$ cat src/rtl/img_readout_framer.sv
// Frames one captured image as header, width*height pixel words and an optional checksum trailer.
// Optional trailer: define IMG_READOUT_FRAMER_CHECKSUM_EN to append a 32-bit pixel sum as two words.
module img_readout_framer #(
   parameter int          ImageWidthMax  = 256,
   parameter int          ImageHeightMax = 256,
   parameter logic [15:0] HeaderMagic    = 16'h4D44,
   localparam int         WW             = $clog2(ImageWidthMax + 1),
   localparam int         HW             = $clog2(ImageHeightMax + 1)
) (
   input  logic          clk,
   input  logic          rst,
   input  logic          cmd_start,
   input  logic [WW-1:0] cmd_width,
   input  logic [HW-1:0] cmd_height,
   input  logic [17:0]   cmd_highlightCount,
   input  logic [17:0]   cmd_shadowCount,
   input  logic          readout_ready,
   output logic          readout_trigger,
   input  logic [15:0]   readout_data,
   output logic          out_ready,
   input  logic          out_trigger,
   output logic [15:0]   out_data,
   output logic          status_busy,
   output logic          status_done
);

`ifdef IMG_READOUT_FRAMER_CHECKSUM_EN
   typedef enum logic [1:0] {IDLE = 2'd0, HEADER = 2'd1, PIXELS = 2'd2, TRAILER = 2'd3} state_t;
`else
   typedef enum logic [1:0] {IDLE = 2'd0, HEADER = 2'd1, PIXELS = 2'd2} state_t;
`endif

   localparam logic [WW-1:0] W_ONE = {{(WW-1){1'b0}}, 1'b1};
   localparam logic [HW-1:0] H_ONE = {{(HW-1){1'b0}}, 1'b1};

   state_t        state_r;
   logic [2:0]    hdr_idx_r;
   logic [WW-1:0] width_r;
   logic [HW-1:0] height_r;
   logic [WW-1:0] x_r;
   logic [HW-1:0] y_r;
   logic [17:0]   hl_r;
   logic [17:0]   sh_r;
   logic          out_ready_r;
   logic [15:0]   out_data_r;
   logic          busy_r;
   logic          done_r;
   logic          last_r;
   logic [15:0]   hdr_word_s;
   logic          can_load_s;
   logic          out_xfer_s;
   logic          rd_xfer_s;
`ifdef IMG_READOUT_FRAMER_CHECKSUM_EN
   logic [31:0]   sum_r;
   logic          trl_idx_r;
`endif

   assign can_load_s      = !out_ready_r || out_trigger;
   assign out_xfer_s      = out_ready_r && out_trigger;
   assign readout_trigger = (state_r == PIXELS) && can_load_s;
   assign rd_xfer_s       = readout_trigger && readout_ready;

   assign out_ready   = out_ready_r;
   assign out_data    = out_data_r;
   assign status_busy = busy_r;
   assign status_done = done_r;

   // Header word selection; word 0 (magic) is loaded directly on cmd_start
   always_comb begin
      hdr_word_s = HeaderMagic;
      case (hdr_idx_r)
         3'd1:    hdr_word_s = {{(16-WW){1'b0}}, width_r};
         3'd2:    hdr_word_s = {{(16-HW){1'b0}}, height_r};
         3'd3:    hdr_word_s = hl_r[15:0];
         3'd4:    hdr_word_s = {14'b0, hl_r[17:16]};
         3'd5:    hdr_word_s = sh_r[15:0];
         3'd6:    hdr_word_s = {14'b0, sh_r[17:16]};
         default: hdr_word_s = HeaderMagic;
      endcase
   end

   // Framing FSM and output register. After the final word loads the FSM parks in IDLE
   // with last_r set, so it waits for that word to be accepted before completing.
   always_ff @(posedge clk or posedge rst) begin
      if (rst) begin
         state_r     <= IDLE;
         hdr_idx_r   <= 3'd0;
         width_r     <= '0;
         height_r    <= '0;
         x_r         <= '0;
         y_r         <= '0;
         hl_r        <= 18'd0;
         sh_r        <= 18'd0;
         out_ready_r <= 1'b0;
         out_data_r  <= 16'h0000;
         busy_r      <= 1'b0;
         done_r      <= 1'b0;
         last_r      <= 1'b0;
`ifdef IMG_READOUT_FRAMER_CHECKSUM_EN
         sum_r       <= 32'd0;
         trl_idx_r   <= 1'b0;
`endif
      end else begin
         if (out_xfer_s) out_ready_r <= 1'b0;
         case (state_r)
            IDLE: begin
               if (last_r) begin
                  if (out_xfer_s) begin
                     last_r <= 1'b0;
                     busy_r <= 1'b0;
                     done_r <= ~done_r;
                  end
               end else if (cmd_start && !busy_r) begin
                  width_r     <= cmd_width;
                  height_r    <= cmd_height;
                  hl_r        <= cmd_highlightCount;
                  sh_r        <= cmd_shadowCount;
                  x_r         <= W_ONE;
                  y_r         <= H_ONE;
                  busy_r      <= 1'b1;
                  out_data_r  <= HeaderMagic;
                  out_ready_r <= 1'b1;
                  hdr_idx_r   <= 3'd1;
                  state_r     <= HEADER;
`ifdef IMG_READOUT_FRAMER_CHECKSUM_EN
                  sum_r       <= 32'd0;
`endif
               end
            end
            HEADER: begin
               if (can_load_s) begin
                  out_data_r  <= hdr_word_s;
                  out_ready_r <= 1'b1;
                  hdr_idx_r   <= hdr_idx_r + 3'd1;
                  if (hdr_idx_r == 3'd6) begin
                     if (width_r == '0 || height_r == '0) begin
`ifdef IMG_READOUT_FRAMER_CHECKSUM_EN
                        trl_idx_r <= 1'b0;
                        state_r   <= TRAILER;
`else
                        last_r    <= 1'b1;
                        state_r   <= IDLE;
`endif
                     end else begin
                        state_r <= PIXELS;
                     end
                  end
               end
            end
            PIXELS: begin
               if (rd_xfer_s) begin
                  out_data_r  <= readout_data;
                  out_ready_r <= 1'b1;
`ifdef IMG_READOUT_FRAMER_CHECKSUM_EN
                  sum_r       <= sum_r + {16'h0000, readout_data};
`endif
                  if (x_r == width_r) begin
                     x_r <= W_ONE;
                     y_r <= y_r + H_ONE;
                     if (y_r == height_r) begin
`ifdef IMG_READOUT_FRAMER_CHECKSUM_EN
                        trl_idx_r <= 1'b0;
                        state_r   <= TRAILER;
`else
                        last_r    <= 1'b1;
                        state_r   <= IDLE;
`endif
                     end
                  end else begin
                     x_r <= x_r + W_ONE;
                  end
               end
            end
`ifdef IMG_READOUT_FRAMER_CHECKSUM_EN
            TRAILER: begin
               if (can_load_s) begin
                  out_data_r  <= trl_idx_r ? sum_r[31:16] : sum_r[15:0];
                  out_ready_r <= 1'b1;
                  trl_idx_r   <= 1'b1;
                  if (trl_idx_r) begin
                     last_r  <= 1'b1;
                     state_r <= IDLE;
                  end
               end
            end
`endif
            default: state_r <= IDLE;
         endcase
      end
   end

endmodule

$ cat config.mk
export PLATFORM = sky130hd
export DESIGN_NAME = img_readout_framer
export DESIGN_NICKNAME = d
export VERILOG_FILES = /design/src/rtl/img_readout_framer.sv
export SDC_FILE = /design/constraint.sdc
export NUM_CORES = 1
export LEC_CHECK = 0
export CORE_MARGIN = 2
export CORE_UTILIZATION = 45
export DETAILED_ROUTE_END_ITERATION = 10
export GPL_ROUTABILITY_DRIVEN = 0
export GPL_TIMING_DRIVEN = 0
export HOLD_SLACK_MARGIN = 0.12
export PLACE_DENSITY = 0.77
export SETUP_SLACK_MARGIN = 0.02
export SLEW_MARGIN = 5
export SYNTH_ARGS = -nofsm -noshare
export SYNTH_HDL_FRONTEND = slang
export SYNTH_SLANG_ARGS = --single-unit
$ cat constraint.sdc
create_clock -name clk -period 3.98 [get_ports clk]
set_input_delay 0.995 -clock clk [delete_from_list [all_inputs] [get_ports clk]]
set_output_delay 0.995 -clock clk [all_outputs]
set_load 0.05 [all_outputs]
# --- Word level (Yosys, flattened, before mapping) ---
# Cells that the tools add are included.
op_classes:
  addsub: 3
  n_eq_ne: 19
  muxes: 45
  bitwise: 2
  reduce_logical: 24
op_table:
  columns: ["op", "n"]
  rows:
  - ["$pmux 16 s6", 1]
  - ["$mux 16", 4]
  - ["$mux 9", 6]
  - ["$pmux 16 s3", 1]
  - ["$pmux 9 s2", 2]
  - ["$add 9x1->9 const B", 2]
  - ["$eq 9x9->1", 2]
  - ["$logic_not 9->1", 2]
  - ["$mux 1", 16]
  - ["$mux 2", 8]
  - ["$reduce_and 7->1", 2]
  - ["$ne 2x2->1 const B", 6]
  - ["$reduce_and 5->1", 2]
  - ["$eq 3x3->1 const B", 3]
  - ["$mux 3", 3]
  - ["$reduce_and 3->1", 3]
  - ["$reduce_and 4->1", 2]
  - ["$eq 3x2->1 const B", 2]
  - ["$ne 2x1->1 const B", 3]
  - ["$pmux 1 s3", 2]
  - ["$pmux 2 s3", 1]
  - ["$pmux 3 s2", 1]
  - ["$reduce_bool 2->1", 3]
  - ["$logic_and 1x1->1", 4]
  - ["other kinds (9)", 12]
word_totals:
  ff_bits: 97
  in_bits: 75
  output_inout_bits: 20
  wordCells: 106

# --- Longest topological paths before layout ---
# Gate-level depths: netlist of run 1.
depth:
  word_depth: 6
  ltp_mapped: 9

# --- Worst setup path after synthesis of run 1 ---
# No wires, ideal clock.
synth_path:
  kind: "input to output"
  start: "input out_trigger"
  end: "output readout_trigger"
  arrival_ns: 1.656
  path_slack_ns: 1.329
  cell_stages: 2
  cell_sequence: "nand2b_1 -> and2_1"
synth_via:
  elab_chain_len: 2
synth_lines:
  columns: ["element", "line", "rtl"]
  rows:
  - ["from (decl)", "21", "input logic out_trigger,"]
  - ["$logic_or 1x1->1", "58", "assign can_load_s = !out_ready_r || out_trigger;"]
  - ["$logic_and 1x1->1", "60", "assign readout_trigger = (state_r == PIXELS) && can_load_s;"]
  - ["to (decl)", "18", "output logic readout_trigger,"]
# No other way between the ends.

# --- Worst setup path after layout of run 1 ---
# Same ends and word-level chain as after synthesis.

==> reports/qor.csv, run 1 <==
metric,value,unit
Num CTS Buffers,9,
"Net Count, Synth",528,
top-count cell post-synth,dfrtp_1,
grt ovf,0,
antenna diode count,0,
WL/cell,17.7,µm
reg2reg setup slack,1220,ps
asr flop ratio synth,100,%
DR iter-0 viols,304,
Post-CTS Setup Bufs,0,
number of remaining DRC errors,0,
largest cells by area after synthesis,"dfrtp_1, mux2_2, a22oi_1, ha_1, nand2_1",
Synth Cell Area,0.00483,mm²
Max Cap Viol,0,
first-pass GRT wire length,20.3,mm
CTS tree,built,
fin util,59.5,%
clk root buf,clkbuf_8,
share of layout cells above drive strength 1,15.2,%
Crit path required time,2980,ps
mean post-synth cell area,10.9,µm²
Most Frequent Cell on Critical Path,clkdlybuf4s50_1,
Max Fanout on Critical Path,8,
Period minus WS final,3850,ps
post-synthesis cell type count,46,
area occupied by multi-input gates,0.00228,mm²
Critical Path Start Type,input port,
# nets final,634,
Critical Path Source,out_trigger,
post-CTS resize count,0,
final wirelength,12.2,mm
Skew-Pair Late Insertion Delay,380,ps
GRT Util Overall,22.7,%
largest net degree at the start of global routing,62,
worst-path cell chain,clkdlybuf4s50_1 > nand2b_1 > and2_1 > clkdlybuf4s50_1,
port bufs,94,
Critical R2R Launch,hdr_idx_r[2],
reg-to-reg endpoint,out_data[13],
Fin Hold WS,473,ps
CTS H-tree depth,3,
skew final,15.3,ps
Synth top cells by count,"dfrtp_1, mux2_2, nand2_1",
iteration count of the initial detailed-routing pass,6,
io pins,95,
Worst Setup EP,readout_trigger,
Cells after Synth,442,
Fin. Hold Viols,0,
"Reg clk slew, reported paths",100,ps
row count,37,
Post-synth EDFFs,0,
Slew HR,56.7,%
Die Height,108,µm
worst-margin pin slew,649,ps
Setup CP Type,input port to primary output,
total power,4.80,mW
Worst path max stage delay,810,ps
hpwl dp,9.23,mm
"area leader, netlist",dfrtp_1,
R2R depth,9,
die area,0.0116,mm²
Ys Warns,0,
Placed Cells incl. Taps,673,
top_reg_cell synth,dfrtp_1,
starting density of the core,46.5,%
Pleak,2.51,nW
die width,108,µm
vias in the first global route,3928,
number of fill cells,874,
"Seq/Total Area, Yosys",50.3,%
fin cells,689,
total number of vias,3882,
slowest cell on the critical path,clkdlybuf4s50_1,
Hold Path Class,flop to flop,
Final Max Tran Viols,0,
Reg area,0.00243,mm²
setup_tns,0,ps
Vias/cell,5.63,
area fraction of the dominant cell type after synthesis,50.3,%
Worst EP arrival,2860,ps
P&R area growth vs syn,27.9,%
"Setup violations, final",0,
unrepaired setup endpoints after global routing,no,
Worst setup EP type,primary output,
Max Buffers Root-to-Sink,2,
Max VDD drop,410,µV
final critical-path share of the clock period,96.8,%
initial antenna violation count,0,
PwrDens,777,mW/mm²
status,"complete, no violations",
register bit total from synthesis,97,
fmax,0.260,GHz
Post-CTS Hold Buffers,0,
Core Area,0.0104,mm²
clock sinks,97,
final antenna-violating net count,0,
how the worst min path moves through the flow:
| stage | from | depth (start not counted) | slack [ps] | to |
|---|---|---|---|---|
| CTS | status_done | 1 | 480 | status_done |
| finish | status_done | 1 | 470 | status_done |
| global placement | status_done | 1 | 460 | status_done |
| detailed placement | status_done | 1 | 460 | status_done |
| global route | status_done | 1 | 500 | status_done |
| floorplan | last_r | 1 | 460 | status_busy |
logic make-up (layout without fill, tap and decap cells):
| logic type | Yosys count | after routing | synth area share (%) |
|---|---|---|---|
| DFF | 97 | 97 | 50.3 |
| AOI/OAI and AO/OA | 103 | 103 | 14.5 |
| adders and majority gates | 11 | 11 | 2.85 |
| xor gates and xnor gates | 30 | 30 | 5.44 |
| buffers and inverters | 31 | 142 | 2.54 |
| and+or+nand+nor | 114 | 114 | 11.3 |
| muxes | 56 | 56 | 13.0 |
final cells by class:
class | count | share of cell area [%]
sequential | 97 | 39.3
clock buffer | 9 | 2.01
clock inverter | 7 | 1.32
multi-input combinational | 314 | 36.9
tap | 136 | 2.76
buffer | 22 | 1.44
inverter | 9 | 0.588
timing repair buffer | 95 | 15.7
critical path: cells and delay by family:
family	cells	cell delay, ps
AND/OR/NAND/NOR	2	510
buffers and inverters	2	1350
cells in the final DEF, fill, tap and decap left out, types with 7 or more instances in the layout:
| master | Yosys | routed |
|---|---|---|
| xnor2_1 | 15 | 15 |
| mux2_2 | 55 | 55 |
| nand2_1 | 35 | 35 |
| clkbuf_8 | 0 | 9 |
| ha_1 | 11 | 11 |
| nand3_1 | 15 | 15 |
| xor2_1 | 15 | 15 |
| nor2_1 | 26 | 26 |
| clkbuf_1 | 17 | 17 |
| inv_1 | 8 | 7 |
| o21ai_1 | 18 | 18 |
| a21oi_1 | 10 | 10 |
| a22oi_1 | 27 | 27 |
| clkdlybuf4s50_1 | 0 | 94 |
| o21ai_0 | 20 | 20 |
| dfrtp_1 | 97 | 97 |
where the power goes:
group          internal [mW]  total (mW)  leakage, nW  switching, mW
sequential              1.40        1.77         1.21          0.373
clock                  0.252       0.649        0.104          0.397
combinational           1.01        2.37         1.20           1.37
total                   2.66        4.80         2.51           2.14
through the flow:
stage | worst slack (ps) | cell area [µm²]
final | 128 | 6170
after floorplan | 451 | 4830
after CTS | 125 | 6170
after global routing | 59.8 | 6170
after global placement | -922 | 5940
after detailed placement | 129 | 5970
registers in the layout (all words and copies together) (netlist names):
name / flops
status_busy: 1
hdr_idx_r: 3
sh_r: 18
height_r: 9
out_ready: 1
status_done: 1
x_r: 9
y_r: 9
out_data: 16
width_r: 9
state_r: 2
last_r: 1
hl_r: 18
routing by layer:
metal / global-route usage (%) / share of wire, %
met1: 32.5 / 46
met2: 34.1 / 46
met3: 4.66 / 6.0
met4: 7.97 / 2.0
met5: 0 / 0
No activity file was read; power rests on OpenSTA's default activity.
==> inputs of run 2 (changes only) <==
- clock period: 3.98 -> 3.66 ns (I/O delays scaled with it)
==> reports/qor.csv, run 2 (synthesized netlist as in run 1, its figures left out) <==
metric,value,unit,change
clock sinks,97,,unchanged
port bufs,94,,unchanged
Slew HR,56.7,%,unchanged
Final Max Tran Viols,0,,unchanged
"Reg clk slew, reported paths",100,ps,about the same
hpwl dp,9.23,mm,unchanged
unrepaired setup endpoints after global routing,no,,
final wirelength,12.2,mm,about the same
Max Fanout on Critical Path,8,,unchanged
fin cells,689,,unchanged
skew final,15.3,ps,unchanged
"Setup violations, final",0,,unchanged
number of remaining DRC errors,0,,unchanged
Critical Path Start Type,input port,,
number of fill cells,875,,+0.11%
reg2reg setup slack,900,ps,-320 ps
CTS tree,built,,
Crit path required time,2740,ps,-240 ps
row count,37,,unchanged
Worst EP arrival,2500,ps,-360 ps
Num CTS Buffers,9,,unchanged
Skew-Pair Late Insertion Delay,380,ps,about the same
status,"complete, no violations",,
worst-path cell chain,clkdlybuf4s50_1 > nand2b_1 > and2_1 > dlygate4sd2_1,,
first-pass GRT wire length,20.3,mm,unchanged
CTS H-tree depth,3,,unchanged
final antenna-violating net count,0,,unchanged
Core Area,0.0104,mm²,unchanged
setup_tns,0,ps,unchanged
Period minus WS final,3410,ps,
final critical-path share of the clock period,93.3,%,
Pleak,2.51,nW,+0.16%
Post-CTS Hold Buffers,0,,unchanged
GRT Util Overall,22.7,%,unchanged
largest net degree at the start of global routing,62,,unchanged
Placed Cells incl. Taps,673,,unchanged
worst-margin pin slew,649,ps,unchanged
clk root buf,clkbuf_8,,
total power,5.21,mW,+8.7%
Worst path max stage delay,540,ps,-270 ps
Vias/cell,5.63,,unchanged
io pins,95,,unchanged
share of layout cells above drive strength 1,15.2,%,unchanged
PwrDens,845,mW/mm²,+8.7%
slowest cell on the critical path,clkdlybuf4s50_1,,
Place WS,-30.8,ps,-160 ps
DR iter-0 viols,304,,unchanged
Setup CP Type,input port to primary output,,
WL/cell,17.7,µm,about the same
fmax,0.293,GHz,
Fin. Hold Viols,0,,unchanged
total number of vias,3882,,unchanged
# nets final,634,,unchanged
die area,0.0116,mm²,unchanged
initial antenna violation count,0,,unchanged
Hold Path Class,flop to flop,,
starting density of the core,46.5,%,unchanged
area occupied by multi-input gates,0.00228,mm²,unchanged
grt ovf,0,,unchanged
most frequent cells in the layout,"dfrtp_1, clkdlybuf4s50_1, mux2_2",,
antenna diode count,0,,unchanged
Worst setup EP type,primary output,,
Final WS setup,246,ps,+117 ps
Max VDD drop,446,µV,+8.7%
Die Height,108,µm,unchanged
Max Buffers Root-to-Sink,2,,unchanged
die width,108,µm,unchanged
Max Cap Viol,0,,unchanged
Post-CTS Setup Bufs,0,,unchanged
P&R area growth vs syn,27.9,%,about the same
Reg area,0.00243,mm²,unchanged
"commonest non-fill, non-tap cell in the layout",dfrtp_1,,
vias in the first global route,3928,,unchanged
iteration count of the initial detailed-routing pass,6,,unchanged
==> run 2: cell types whose count changed in the layout (fill, tap and decap cells not counted), sizes merged <==
cell / before / now
clkdlybuf4s50: 94 / 93
dlygate4sd2: 0 / 1
==> run 2: through the flow <==
stage	util (%)	instance area, µm²	hold slack [ps]
3_5_place_dp	57.5	5970	462
3_3_place_gp	57.3	5940	460
4_1_cts	59.5	6170	480
5_1_grt	59.5	6170	498
2_1_floorplan	-	4830	463
6_report	59.5	6170	473
==> run 2: layer usage <==
metal | global-route usage, % | vias to the layer above | wire length, µm
li1 | - | 1812 | -
met1 | 32.5 | 1911 | 5590
met2 | 34.1 | 140 | 5620
met3 | 4.66 | 19 | 730
met4 | 7.97 | 0 | 242
met5 | 0 | - | 0
==> run 2: power breakdown <==
part | leakage, nW | switching [mW] | internal, mW
Clock | 0.104 | 0.431 | 0.274
Combinational | 1.20 | 1.49 | 1.09
Sequential | 1.21 | 0.406 | 1.52
==> run 2: critical path: cells and delay by family <==
| kind | cells | cell delay, ps |
|---|---|---|
| buffers and inverters | 2 | 1070 |
| and+or+nand+nor | 2 | 510 |
==> run 2: final cells by class <==
type	count	share of cell area, %
Buffer	22	1.44
Clock buffer	9	2.01
Clock inverter	7	1.32
Inverter	9	0.588
Multi-Input combinational cell	314	36.9
Sequential cell	97	39.3
Tap cell	136	2.76
Timing Repair Buffer	95	15.7
==> run 2: repair_timing <==
item                                    in CTS  in global routing
endpoints found under the hold margin        0                  0
endpoints found under the setup margin       1                  0
resized for setup                            1                  0
==> run 2: worst paths after layout <==
kind                         startpoint              end  depth (start not counted)
max reg2reg                hdr_idx_r[2]     out_data[13]                          9
max                         out_trigger  readout_trigger                          4
min                         status_done      status_done                          1
min in group asynchronous           rst          hl_r[4]                          2
max in group asynchronous           rst           y_r[5]                          3
min reg2reg                 status_done      status_done                          1
==> inputs of run 3 (changes only) <==
- GPL_ROUTABILITY_DRIVEN: 0 -> 1
- PLACE_DENSITY: 0.77 -> default
- PLACE_DENSITY_LB_ADDON: default -> 0.05
==> reports/qor.csv, run 3 (synthesized netlist as in run 1, its figures left out) <==
metric,value,unit,change
grt peak-use layer,met2,,
Skew-Pair Late Insertion Delay,360,ps,-20 ps
"Setup violations, final",0,,unchanged
die area,0.0116,mm²,unchanged
setup_tns,0,ps,unchanged
GRT Util Overall,22.6,%,-0.027 points
Critical Path Start Type,input port,,
Max Buffers Root-to-Sink,2,,unchanged
"commonest non-fill, non-tap cell in the layout",dfrtp_1,,
Fin. Hold Viols,0,,unchanged
starting density of the core,46.5,%,unchanged
clk root buf,clkbuf_8,,
Slew HR,53.6,%,-3.2 points
P&R area growth vs syn,27.1,%,
# nets final,634,,unchanged
port bufs,94,,unchanged
number of remaining DRC errors,0,,unchanged
fmax,0.294,GHz,+0.51%
die width,108,µm,unchanged
WL/cell,17.7,µm,about the same
row count,37,,unchanged
Worst setup EP type,primary output,,
total number of vias,3806,,-2.0%
io pins,95,,unchanged
iteration count of the initial detailed-routing pass,4,,-2
skew final,7.03,ps,-8.30 ps
CTS H-tree depth,3,,unchanged
Vias/cell,5.53,,-1.8%
Pleak,2.49,nW,-0.82%
Num CTS Buffers,9,,unchanged
first-pass GRT wire length,20.0,mm,-1.2%
clock sinks,97,,unchanged
Post-CTS Setup Bufs,0,,unchanged
Die Height,108,µm,unchanged
Period minus WS final,3400,ps,-17.4 ps
Max Cap Viol,0,,unchanged
hpwl dp,9.24,mm,+0.13%
status,"complete, no violations",,
DR iter-0 viols,178,,-41%
final antenna-violating net count,0,,unchanged
GR met3 Demand/Resource,4.18,%,-0.48 points
most frequent cells in the layout,"dfrtp_1, clkdlybuf4s50_1, mux2_2",,
final wirelength,12.2,mm,-0.17%
share of layout cells above drive strength 1,14.5,%,-0.70 points
Crit path required time,2740,ps,about the same
grt ovf,0,,unchanged
largest net degree at the start of global routing,56,,-9.7%
routability cong.,0.836,,
Post-CTS Hold Buffers,0,,unchanged
PwrDens,839,mW/mm²,-0.74%
Max Fanout on Critical Path,8,,unchanged
Final Max Tran Viols,0,,unchanged
vias in the first global route,3857,,-1.8%
unrepaired setup endpoints after global routing,no,,
Setup CP Type,input port to primary output,,
Core Area,0.0104,mm²,unchanged
antenna diode count,0,,unchanged
CTS tree,built,,
"Reg clk slew, reported paths",80,ps,-20 ps
initial antenna violation count,0,,unchanged
Max VDD drop,445,µV,-0.33%
final critical-path share of the clock period,92.8,%,-0.48 points
Hold Path Class,flop to flop,,
worst-margin pin slew,696,ps,+47.4 ps
met2 Use GR,34.4,%,+0.31 points
M1 GR Usage,33.3,%,+0.76 points
Worst EP arrival,2480,ps,-20 ps
total power,5.15,mW,-1.3%
[run 3: per-layer routing]
layer  vias up  part of all wire (%)
met5         -                     0
met4         0                  0.39
met3         4                   4.7
met2       100                    45
met1      1892                    50
li1       1810                     -
[run 3: critical path, stage by stage]
cell and delay, ps:
clkdlybuf4s50_1 540, nand2b_1 290, and2_1 200, dlygate4sd2_1 530
[run 3: path summary, 6_finish.rpt]
path	start	to	slack, ps	cells after the start
min reg2reg	status_done	status_done	470	1
max	out_trigger	readout_trigger	260	4
max in group asynchronous	rst	out_data[3]	1980	3
max reg2reg	hdr_idx_r[2]	out_data[12]	940	9
min	status_done	status_done	470	1
min in group asynchronous	rst	hl_r[13]	1010	2
[run 3: power breakdown]
part	switching, mW	internal, mW
clock network	0.360	0.313
registers	0.393	1.53
logic	1.46	1.09
[run 3: per-stage QoR]
stage               setup slack, ps  instances  util [%]  hold WS [ps]  area, µm²
floorplan                       211        442         -           463       4830
global placement              -1320        672      57.3           460       5940
detailed placement            -19.8        673      57.5           463       5960
CTS                             255        688      59.2           479       6140
global route                    154        688      59.2           504       6140
finish                          263        688      59.2           473       6140
[run 3: layout make-up]
class                      count  area (µm²)
clock buffer                  12         135
buffer                        22        88.8
clock inverter                 3        42.5
timing repair buffer          95         960
tap                          136         170
fill                         913        4230
inverter                       9        36.3
multi-input combinational    314        2280
sequential                    97        2430
[run 3: repair_timing]
action                     4_1_cts  5_1_grt
setup endpoints to repair        1        0
resized for setup                1        0
hold endpoints to repair         0        0
